--- config.mk ---
export PLATFORM = sky130hd
export DESIGN_NAME = if_stage_pc_control
export DESIGN_NICKNAME = d
export VERILOG_FILES = /design/src/rtl/if_stage_pc_control.sv
export SDC_FILE = /design/constraint.sdc
export NUM_CORES = 1
export LEC_CHECK = 0
export BUFFER_PORTS_ARGS = -buffer_cell sky130_fd_sc_hd__clkbuf_2
export CAP_MARGIN = 20
export CELL_PAD_IN_SITES_DETAIL_PLACEMENT = 1
export CELL_PAD_IN_SITES_GLOBAL_PLACEMENT = 2
export CORE_MARGIN = 5
export CORE_UTILIZATION = 29
export CTS_CLUSTER_SIZE = 14
export DETAILED_ROUTE_END_ITERATION = 12
export PLACE_DENSITY = 0.87
export SLEW_MARGIN = 10
export SYNTH_ARGS = -nofsm -noshare
export SYNTH_HDL_FRONTEND = slang
export SYNTH_SLANG_ARGS = --single-unit
--- constraint.sdc ---
create_clock -name clk -period 3.7 [get_ports clk]
set_clock_uncertainty 0.15 [all_clocks]
set_input_delay 1.11 -clock clk [delete_from_list [all_inputs] [get_ports clk]]
set_output_delay 1.11 -clock clk [all_outputs]
set_load 0.02 [all_outputs]
--- src/rtl/if_stage_pc_control.sv ---
// Instruction-fetch stage: program counter, instruction-memory address, IF/ID
// pipeline register, and saturating stall/flush counters for performance debug.
module if_stage_pc_control #(
    parameter int unsigned         XLEN     = 64,
    parameter logic [XLEN-1:0]     RESET_PC = '0,
    parameter int unsigned         CNT_W    = 32
) (
    input  logic             clk,
    input  logic             reset,
    input  logic             PCWrite,
    input  logic             IF_ID_Write,
    input  logic             branch_taken,
    input  logic [XLEN-1:0]  branch_target,
    output logic [XLEN-1:0]  imem_addr,
    input  logic [31:0]      imem_rdata,
    output logic [XLEN-1:0]  IF_ID_PC,
    output logic [31:0]      IF_ID_Instr,
    output logic             IF_ID_Valid,
    output logic [CNT_W-1:0] stall_count,
    output logic [CNT_W-1:0] flush_count
);

    // addi x0, x0, 0
    localparam logic [31:0] Nop = 32'h0000_0013;

    logic [XLEN-1:0]  pc_q, pc_d;
    logic [XLEN-1:0]  ifid_pc_q, ifid_pc_d;
    logic [31:0]      ifid_instr_q, ifid_instr_d;
    logic             ifid_valid_q, ifid_valid_d;
    logic [CNT_W-1:0] stall_cnt_q, stall_cnt_d;
    logic [CNT_W-1:0] flush_cnt_q, flush_cnt_d;

    // Redirect targets are forced word-aligned, so the low bits are ignored.
    logic unused_target_lsbs;
    assign unused_target_lsbs = ^branch_target[1:0];

    // PC next state: redirect beats the stall, otherwise advance or hold.
    always_comb begin
        pc_d = pc_q;
        if (branch_taken) begin
            pc_d = {branch_target[XLEN-1:2], 2'b00};
        end else if (PCWrite) begin
            pc_d = pc_q + XLEN'(4);
        end
    end

    // IF/ID next state: a taken branch flushes to a bubble even while stalled.
    always_comb begin
        ifid_pc_d    = ifid_pc_q;
        ifid_instr_d = ifid_instr_q;
        ifid_valid_d = ifid_valid_q;
        if (branch_taken) begin
            ifid_pc_d    = '0;
            ifid_instr_d = Nop;
            ifid_valid_d = 1'b0;
        end else if (IF_ID_Write) begin
            ifid_pc_d    = pc_q;
            ifid_instr_d = imem_rdata;
            ifid_valid_d = 1'b1;
        end
    end

    // Saturating performance counters; a flush cycle is not counted as a stall.
    always_comb begin
        stall_cnt_d = stall_cnt_q;
        flush_cnt_d = flush_cnt_q;
        if (!IF_ID_Write && !branch_taken && (stall_cnt_q != {CNT_W{1'b1}})) begin
            stall_cnt_d = stall_cnt_q + CNT_W'(1);
        end
        if (branch_taken && (flush_cnt_q != {CNT_W{1'b1}})) begin
            flush_cnt_d = flush_cnt_q + CNT_W'(1);
        end
    end

    // State registers with synchronous reset overriding every other input.
    always_ff @(posedge clk) begin
        if (reset) begin
            pc_q         <= RESET_PC;
            ifid_pc_q    <= '0;
            ifid_instr_q <= Nop;
            ifid_valid_q <= 1'b0;
            stall_cnt_q  <= '0;
            flush_cnt_q  <= '0;
        end else begin
            pc_q         <= pc_d;
            ifid_pc_q    <= ifid_pc_d;
            ifid_instr_q <= ifid_instr_d;
            ifid_valid_q <= ifid_valid_d;
            stall_cnt_q  <= stall_cnt_d;
            flush_cnt_q  <= flush_cnt_d;
        end
    end

    assign imem_addr   = pc_q;
    assign IF_ID_PC    = ifid_pc_q;
    assign IF_ID_Instr = ifid_instr_q;
    assign IF_ID_Valid = ifid_valid_q;
    assign stall_count = stall_cnt_q;
    assign flush_count = flush_cnt_q;

endmodule

==> results of run 1 <==
[worst min-delay path: stages, from the launching register on]
cell	delay, ns
dfxtp_1	0.32
nor2_1	0.05
nor2_1	0.07
[state kept, by name, summed over array words and instances (netlist names)]
register / cells
IF_ID_Valid: 1
stall_count: 32
imem_addr: 62
flush_count: 32
IF_ID_Instr: 32
IF_ID_PC: 62
[cells in the mapped netlist (all sizes together) (4+ instances only)]
cell | count | area, sq um
mux2 | 10 | 112.6
nor4 | 36 | 237.7
a31oi | 7 | 43.79
clkbuf | 59 | 221.5
o31ai | 14 | 105.1
nor2 | 191 | 716.9
o211ai | 5 | 37.54
nor3b | 5 | 37.54
nor3 | 28 | 140.1
xnor2 | 53 | 464.2
mux2i | 103 | 1031
nand2b | 4 | 25.02
xor2 | 9 | 78.83
nand4 | 36 | 225.2
nor2b | 9 | 56.30
and4 | 19 | 166.4
dfxtp | 221 | 4424
nand3 | 44 | 225.2
and3 | 18 | 112.6
a311oi | 10 | 87.58
nand2 | 72 | 270.3
or3 | 19 | 118.9
or4 | 18 | 135.1
and2 | 6 | 37.54
o21ai | 19 | 95.09
a21oi | 47 | 235.2
inv | 16 | 60.06
buf | 23 | 115.1
a2111oi | 6 | 52.55
a211oi | 32 | 245.2
[layout make-up]
class / count / share of cell area [%]
Clock buffer: 38 / 5.966
Inverter: 16 / 0.4553
Sequential cell: 221 / 33.54
Multi-Input combinational cell: 857 / 41.00
Timing Repair Buffer: 349 / 14.35
Clock inverter: 8 / 0.3699
Tap cell: 455 / 4.316
[layer usage]
layer / track usage (%) / wire length, um / up-vias
met3: 3.965 / 2366 / 46
met2: 29.81 / 17190 / 219
met1: 22.28 / 15460 / 4788
li1: - / - / 4814
met5: 0 / 28 / -
met4: 3.162 / 537 / 6
[worst paths after layout]
path	start	endpoint	slack, ns	cells after the start
max	imem_addr[18]$_SDFFE_PP0P_	imem_addr[44]$_SDFFE_PP0P_	0.80	5
min	IF_ID_Valid$_SDFFE_PP0P_	IF_ID_Valid$_SDFFE_PP0P_	0.32	2
max reg2reg	imem_addr[18]$_SDFFE_PP0P_	imem_addr[44]$_SDFFE_PP0P_	0.80	5
min reg2reg	IF_ID_Valid$_SDFFE_PP0P_	IF_ID_Valid$_SDFFE_PP0P_	0.32	2
[stage by stage]
stage	total power [W]	instance area (sq um)	cells	util, %	worst slack (ns)
2_1_floorplan	0.002922	10230	1176	-	0.6470
6_report	0.005606	13190	1944	38.09	0.8007
3_3_place_gp	0.003155	12360	1898	35.68	0.4140
4_1_cts	0.005707	13190	1944	38.09	0.7910
3_5_place_dp	0.003172	12360	1898	35.68	0.3736
5_1_grt	0.005860	13190	1944	38.09	0.6075
[power breakdown]
part / switching [W] / internal [W]
combinational: 0.000339 / 0.000221
sequential: 0.0000978 / 0.00246
clock: 0.00102 / 0.00147
[kinds of logic (layout without fill, tap and decap cells)]
family,count (synthesis),count (layout)
AO/OA/AOI/OAI,158,158
XOR/XNOR,62,62
adder cells (fa/ha/maj),3,3
buffers and inverters,98,411
flip-flops,221,221
multiplexers,113,113
other,1,4
AND/OR/NAND/NOR,517,517
==> metrics.md, run 1 <==
| Metric | Value |
|---|---|
| Compound-Gate Fraction of Synth Area | `about a tenth` |
| Synth warnings | `0` |
| Max Fanout on Critical Path | `21` |
| ANT nets after route | `0` |
| Mux contribution to synthesized area | `between 10% and 20%` |
| PortBufs | `319` |
| Drt total wl | `about 36 mm` |
| Simple-gate share of the synthesized area | `between 20% and 30%` |
| Core ar. | `34630 sq um` |
| Area of the die | `39080 sq um` |
| Final setup fails | `0` |
| Status | `complete, no violations` |
| Largest family of logic cells by synthesized area | `simple AND/OR/NAND/NOR gates` |
| Clk_lat worst skew | `roughly 0.54 ns` |
| Total congestion overflow | `0` |
| Total setup buffers inserted after CTS | `0` |
| Initial core utilization | `roughly 30%` |
| CTS-repair resized insts | `0` |
| Worst-margin pin slew | `between 0.8 and 0.9 ns` |
| Final Cycle Share | `between 70% and 80%` |
| Area share of fa/ha/maj cells after synthesis | `less than 1%` |
| Final hold violation count | `0` |
| CP bufs+invs | `0` |
| Filler cells | `4182` |
| First-pass GRT wire length | `around 56 mm` |
| Wire per inst | `roughly 18 um` |
| GR Util All Layers | `around 17%` |
| Setup_tns | `0 ns` |
| Worst path required time | `3.99 ns` |
| CP Cell Sequence | `and4_1, nand4_1, or3_1, or4_1, a311oi_1` |
| RePlAce Congestion | `between 0.7 and 0.8` |
| Root Driver | `clkbuf_16` |
| Async SR Flop Fraction | `0%` |
| Slew HR | `40.51%` |
| Die Height | `197.7 um` |
| Seq/Total Area, Yosys | `a little over two fifths` |
| Clock transition at the registers of the reported paths | `~0.06 ns` |
| Hold_buf cts | `0` |
| Number of synthesized register bits | `roughly 220` |
| Setup crit start kind | `flop` |
| Critical path class | `reg2reg` |
| Largest net degree at the start of global routing | `between 80 and 90` |
| Post-synth top flop | `dfxtp_1` |
| Slowest cell on crit path | `or3_1` |
| Iter 0 DRT Violations | `300` |
| Vias in the first global route | `between 9k and 10k` |
| Antenna Cells | `0` |
| Mean post-synth cell area | `approximately 8.7 sq um` |
| Layout cell share with drive strength beyond 1 | `between 20% and 30%` |
| CP peak stage delay | `0.74 ns` |
| Library cells used by synthesis | `54` |
| Hpwl dp | `~26 mm` |
| Hold Path Class | `reg2reg` |
| CTS Buf Count | `27` |
| Crit path max-delay family | `simple AND/OR/NAND/NOR gates` |
| EDFF count, synth | `0` |
| Die Width | `~200 um` |
| Area of the multi-input gates | `about 5400 sq um` |
| Power density cells | `between 400 and 500 nW/um^2` |
| # H-tree levels | `1` |
| Post-synthesis cell count | `1173` |
| VDD IR max | `around 280 uV` |
| Fin crit period | `between 2 and 3 ns` |
| I/O pin count | `~330` |
| Crit path DAT | `3.19 ns` |
| F_max | `approximately 340 MHz` |
| Worst Setup End Kind | `flop` |
| First-pass DRT Iterations | `4` |
| Sequential standard cell area | `approximately 4400 sq um` |
| # Max-Cap Violations | `0` |
| Clock Sinks | `approximately 220` |
| Synth Cell Area | `10220 sq um` |
| RSZ-0062 raised after global routing | `no` |
| Nets | `between 1.5k and 2k` |
| Leakage | `between 5 and 6 nW` |
| CTS tree | `built` |
| # rows | `just under 70` |
| Via Count | `between 9k and 10k` |
| Synth Area in XOR/XNOR | `~5.3%` |
| Area Overhead vs Synth | `29.12%` |
| Initial antenna violation count | `3` |
| Slew Limit Fails | `0` |
| Most frequent cells in the layout | `clkbuf_2 (317), dfxtp_1 (221), nor2_1 (191)` |
| DRC Markers | `0` |
| Worst hold slack | `0.3214 ns` |
| Leading cell type in the layout, fill and taps excluded | `clkbuf_2` |
| Max clock buf depth | `3` |
| Via density | `between 5 and 6` |
Power figures use the tool's default switching activity.
==> run 2: changes to the inputs <==
==> constraint.sdc (replaced) <==
create_clock -name clk -period 2.8 [get_ports clk]
set_clock_uncertainty 0.15 [all_clocks]
set_input_delay 0.84 -clock clk [delete_from_list [all_inputs] [get_ports clk]]
set_output_delay 0.84 -clock clk [all_outputs]
set_load 0.02 [all_outputs]
==> metrics.md, run 2 (synthesis results as in run 1) <==
| Metric | Value |
|---|---|
| Leading cell type in the layout, fill and taps excluded | `clkbuf_2` |
| R2r setup slk | `0.21 ns (-0.59 ns)` |
| Area of the die | `39080 sq um (unchanged)` |
| Hold Path Sink | `IF_ID_Valid$_SDFFE_PP0P_` |
| Worst Setup End Kind | `flop` |
| Die Height | `197.7 um (unchanged)` |
| Sequential standard cell area | `4427 sq um (about the same)` |
| Antenna Cells | `0 (unchanged)` |
| Hold Path Class | `reg2reg` |
| RSZ-0062 raised after global routing | `no` |
| Worst R2R End | `imem_addr[52]$_SDFFE_PP0P_` |
| Clock transition at the registers of the reported paths | `0.06 ns (about the same)` |
| Drt total wl | `36.50 mm (+2.6%)` |
| Largest net degree at the start of global routing | `97 (+15%)` |
| Via density | `5.062 (-0.33%)` |
| Leakage | `5.740 nW (+5.6%)` |
| Filler cells | `4156 (-0.62%)` |
| GR Util All Layers | `17.75% (+0.50 points)` |
| Hold depth | `2 (unchanged)` |
| Final hold violation count | `0 (unchanged)` |
| Slew HR | `43.41% (+2.9 points)` |
| Final WS setup | `0.2118 ns (-0.5890 ns)` |
| # rows | `68 (unchanged)` |
| Area of the multi-input gates | `5414 sq um (about the same)` |
| Core ar. | `34630 sq um (unchanged)` |
| Initial core utilization | `29.50% (unchanged)` |
| Power density cells | `553.9 nW/um^2 (+30%)` |
| Area Overhead vs Synth | `33.84%` |
| Hold path startpoint | `IF_ID_Valid$_SDFFE_PP0P_` |
| Worst path required time | `3.09 ns (-0.90 ns)` |
| Fin crit period | `2.588 ns (-0.3110 ns)` |
| Status | `complete, no violations` |
| Placed cell area | `12810 sq um (+3.7%)` |
| Max Fanout on Critical Path | `21 (unchanged)` |
| Via Count | `10.12k (+2.5%)` |
| Total congestion overflow | `0 (unchanged)` |
| Worst reg2reg path startpoint | `imem_addr[6]$_SDFFE_PP0P_` |
| Hold_buf cts | `0 (unchanged)` |
| Initial antenna violation count | `2 (-1)` |
| Layout cell share with drive strength beyond 1 | `30.68% (+2.7 points)` |
| Cells on worst reg2reg path | `6 (+1)` |
| Max clock buf depth | `3 (unchanged)` |
| Iter 0 DRT Violations | `388 (+29%)` |
| Cell area after layout | `13670 sq um (+3.7%)` |
| # H-tree levels | `1 (unchanged)` |
| DRC Markers | `0 (unchanged)` |
| Clock Sinks | `221 (unchanged)` |
| RePlAce Congestion | `0.7727 (+0.94%)` |
| CTS tree | `built` |
| Root Driver | `clkbuf_16` |
| Hpwl dp | `27.14 mm (+3.4%)` |
| ANT nets after route | `0 (unchanged)` |
| Clk_lat worst skew | `0.54 ns (about the same)` |
| Die Width | `197.7 um (unchanged)` |
| F_max | `386.4 MHz (+12%)` |
| Slew Limit Fails | `0 (unchanged)` |
| Setup crit start kind | `flop` |
| PortBufs | `319 (unchanged)` |
| Final setup fails | `0 (unchanged)` |
| First-pass GRT wire length | `57.66 mm (+3.4%)` |
| Place WS | `-0.1759 ns (-0.5496 ns)` |
| Most frequent cells in the layout | `clkbuf_2 (317), dfxtp_1 (219), nor2_1 (191)` |
| CTS Buf Count | `27 (unchanged)` |
| Crit path DAT | `2.87 ns (-0.32 ns)` |
| Worst-margin pin slew | `0.8489 ns (-0.04338 ns)` |
| VDD IR max | `394.7 uV (+39%)` |
| # Max-Cap Violations | `0 (unchanged)` |
| Wire per inst | `18.25 um (-0.29%)` |
| Nets | `1630 (+3.4%)` |
| Vias in the first global route | `10.46k (+5.5%)` |
| Final Cycle Share | `92.44% (+14 points)` |
| Total Power | `0.007574 W (+35%)` |
| First-pass DRT Iterations | `6 (+2)` |
| Worst hold slack | `0.3231 ns (+0.001753 ns)` |
| Critical path class | `reg2reg` |
| I/O pin count | `326 (unchanged)` |
## run 2: cell count changes in the layout (fill, tap and decap cells not counted), sizes merged
| cell | delta |
|---|---|
| buf | +54 |
| clkinv | +2 |
| clkinvlp | -2 |
| bufinv | +1 |
| clkbuf | +1 |
## run 2: what timing repair did
action / in CTS / in global routing
endpoints found under the hold margin: 0 / 0
gates resized for setup: 0 / 4
setup endpoints to repair: 0 / 3
setup buffers: 0 / 0
## run 2: cell type report
class / instances / share of cell area, %
clock buffers: 39 / 5.710
clock inverters: 9 / 0.5399
inverters: 16 / 0.4392
multi-input cells: 857 / 39.60
flip-flops and latches: 221 / 32.38
well taps: 455 / 4.164
repair buffers: 403 / 17.18
## run 2: how the worst max path moves through the flow
stage | endpoint | from | slack (ns)
final | imem_addr[52]$_SDFFE_PP0P_ | imem_addr[6]$_SDFFE_PP0P_ | 0.21
after global routing | imem_addr[52]$_SDFFE_PP0P_ | imem_addr[6]$_SDFFE_PP0P_ | 0.07
after CTS | imem_addr[52]$_SDFFE_PP0P_ | imem_addr[6]$_SDFFE_PP0P_ | 0.06
after detailed placement | stall_count[31]$_SDFFE_PP0P_ | IF_ID_Write | -0.18
after global placement | stall_count[31]$_SDFFE_PP0P_ | IF_ID_Write | -0.11
after floorplan | imem_addr[55]$_SDFFE_PP0P_ | PCWrite | 0.02
## run 2: where the power goes
group	leakage (nW)	total, W	internal, W	switching, W
clock network	0.429	0.00341	0.00201	0.00139
registers	1.80	0.00334	0.00325	0.0000942
logic	3.51	0.000825	0.000335	0.000490
## run 2: routing by layer
metal | share of wire [%] | vias up | track usage [%]
met4 | 1.8 | 4 | 3.698
met5 | 0.038 | - | 0
met1 | 43 | 4925 | 22.17
li1 | - | 4919 | -
met3 | 5.6 | 52 | 3.454
met2 | 50 | 224 | 31.82
## run 2: through the flow
step	setup TNS (ns)	cells	utilization (%)
floorplan	0	1176	-
global placement	-0.3407	1952	37.00
detailed placement	-0.6222	1952	37.00
CTS	0	2000	39.46
global route	0	2000	39.49
finish	0	2000	39.49
## run 2: critical path: stages (launching register included)
cell      delay, ns
dfxtp_2        0.40
and4_2         0.30
nand4_1        0.21
or3_1          0.36
buf_4          0.21
or4_1          0.54
a311oi_1       0.31
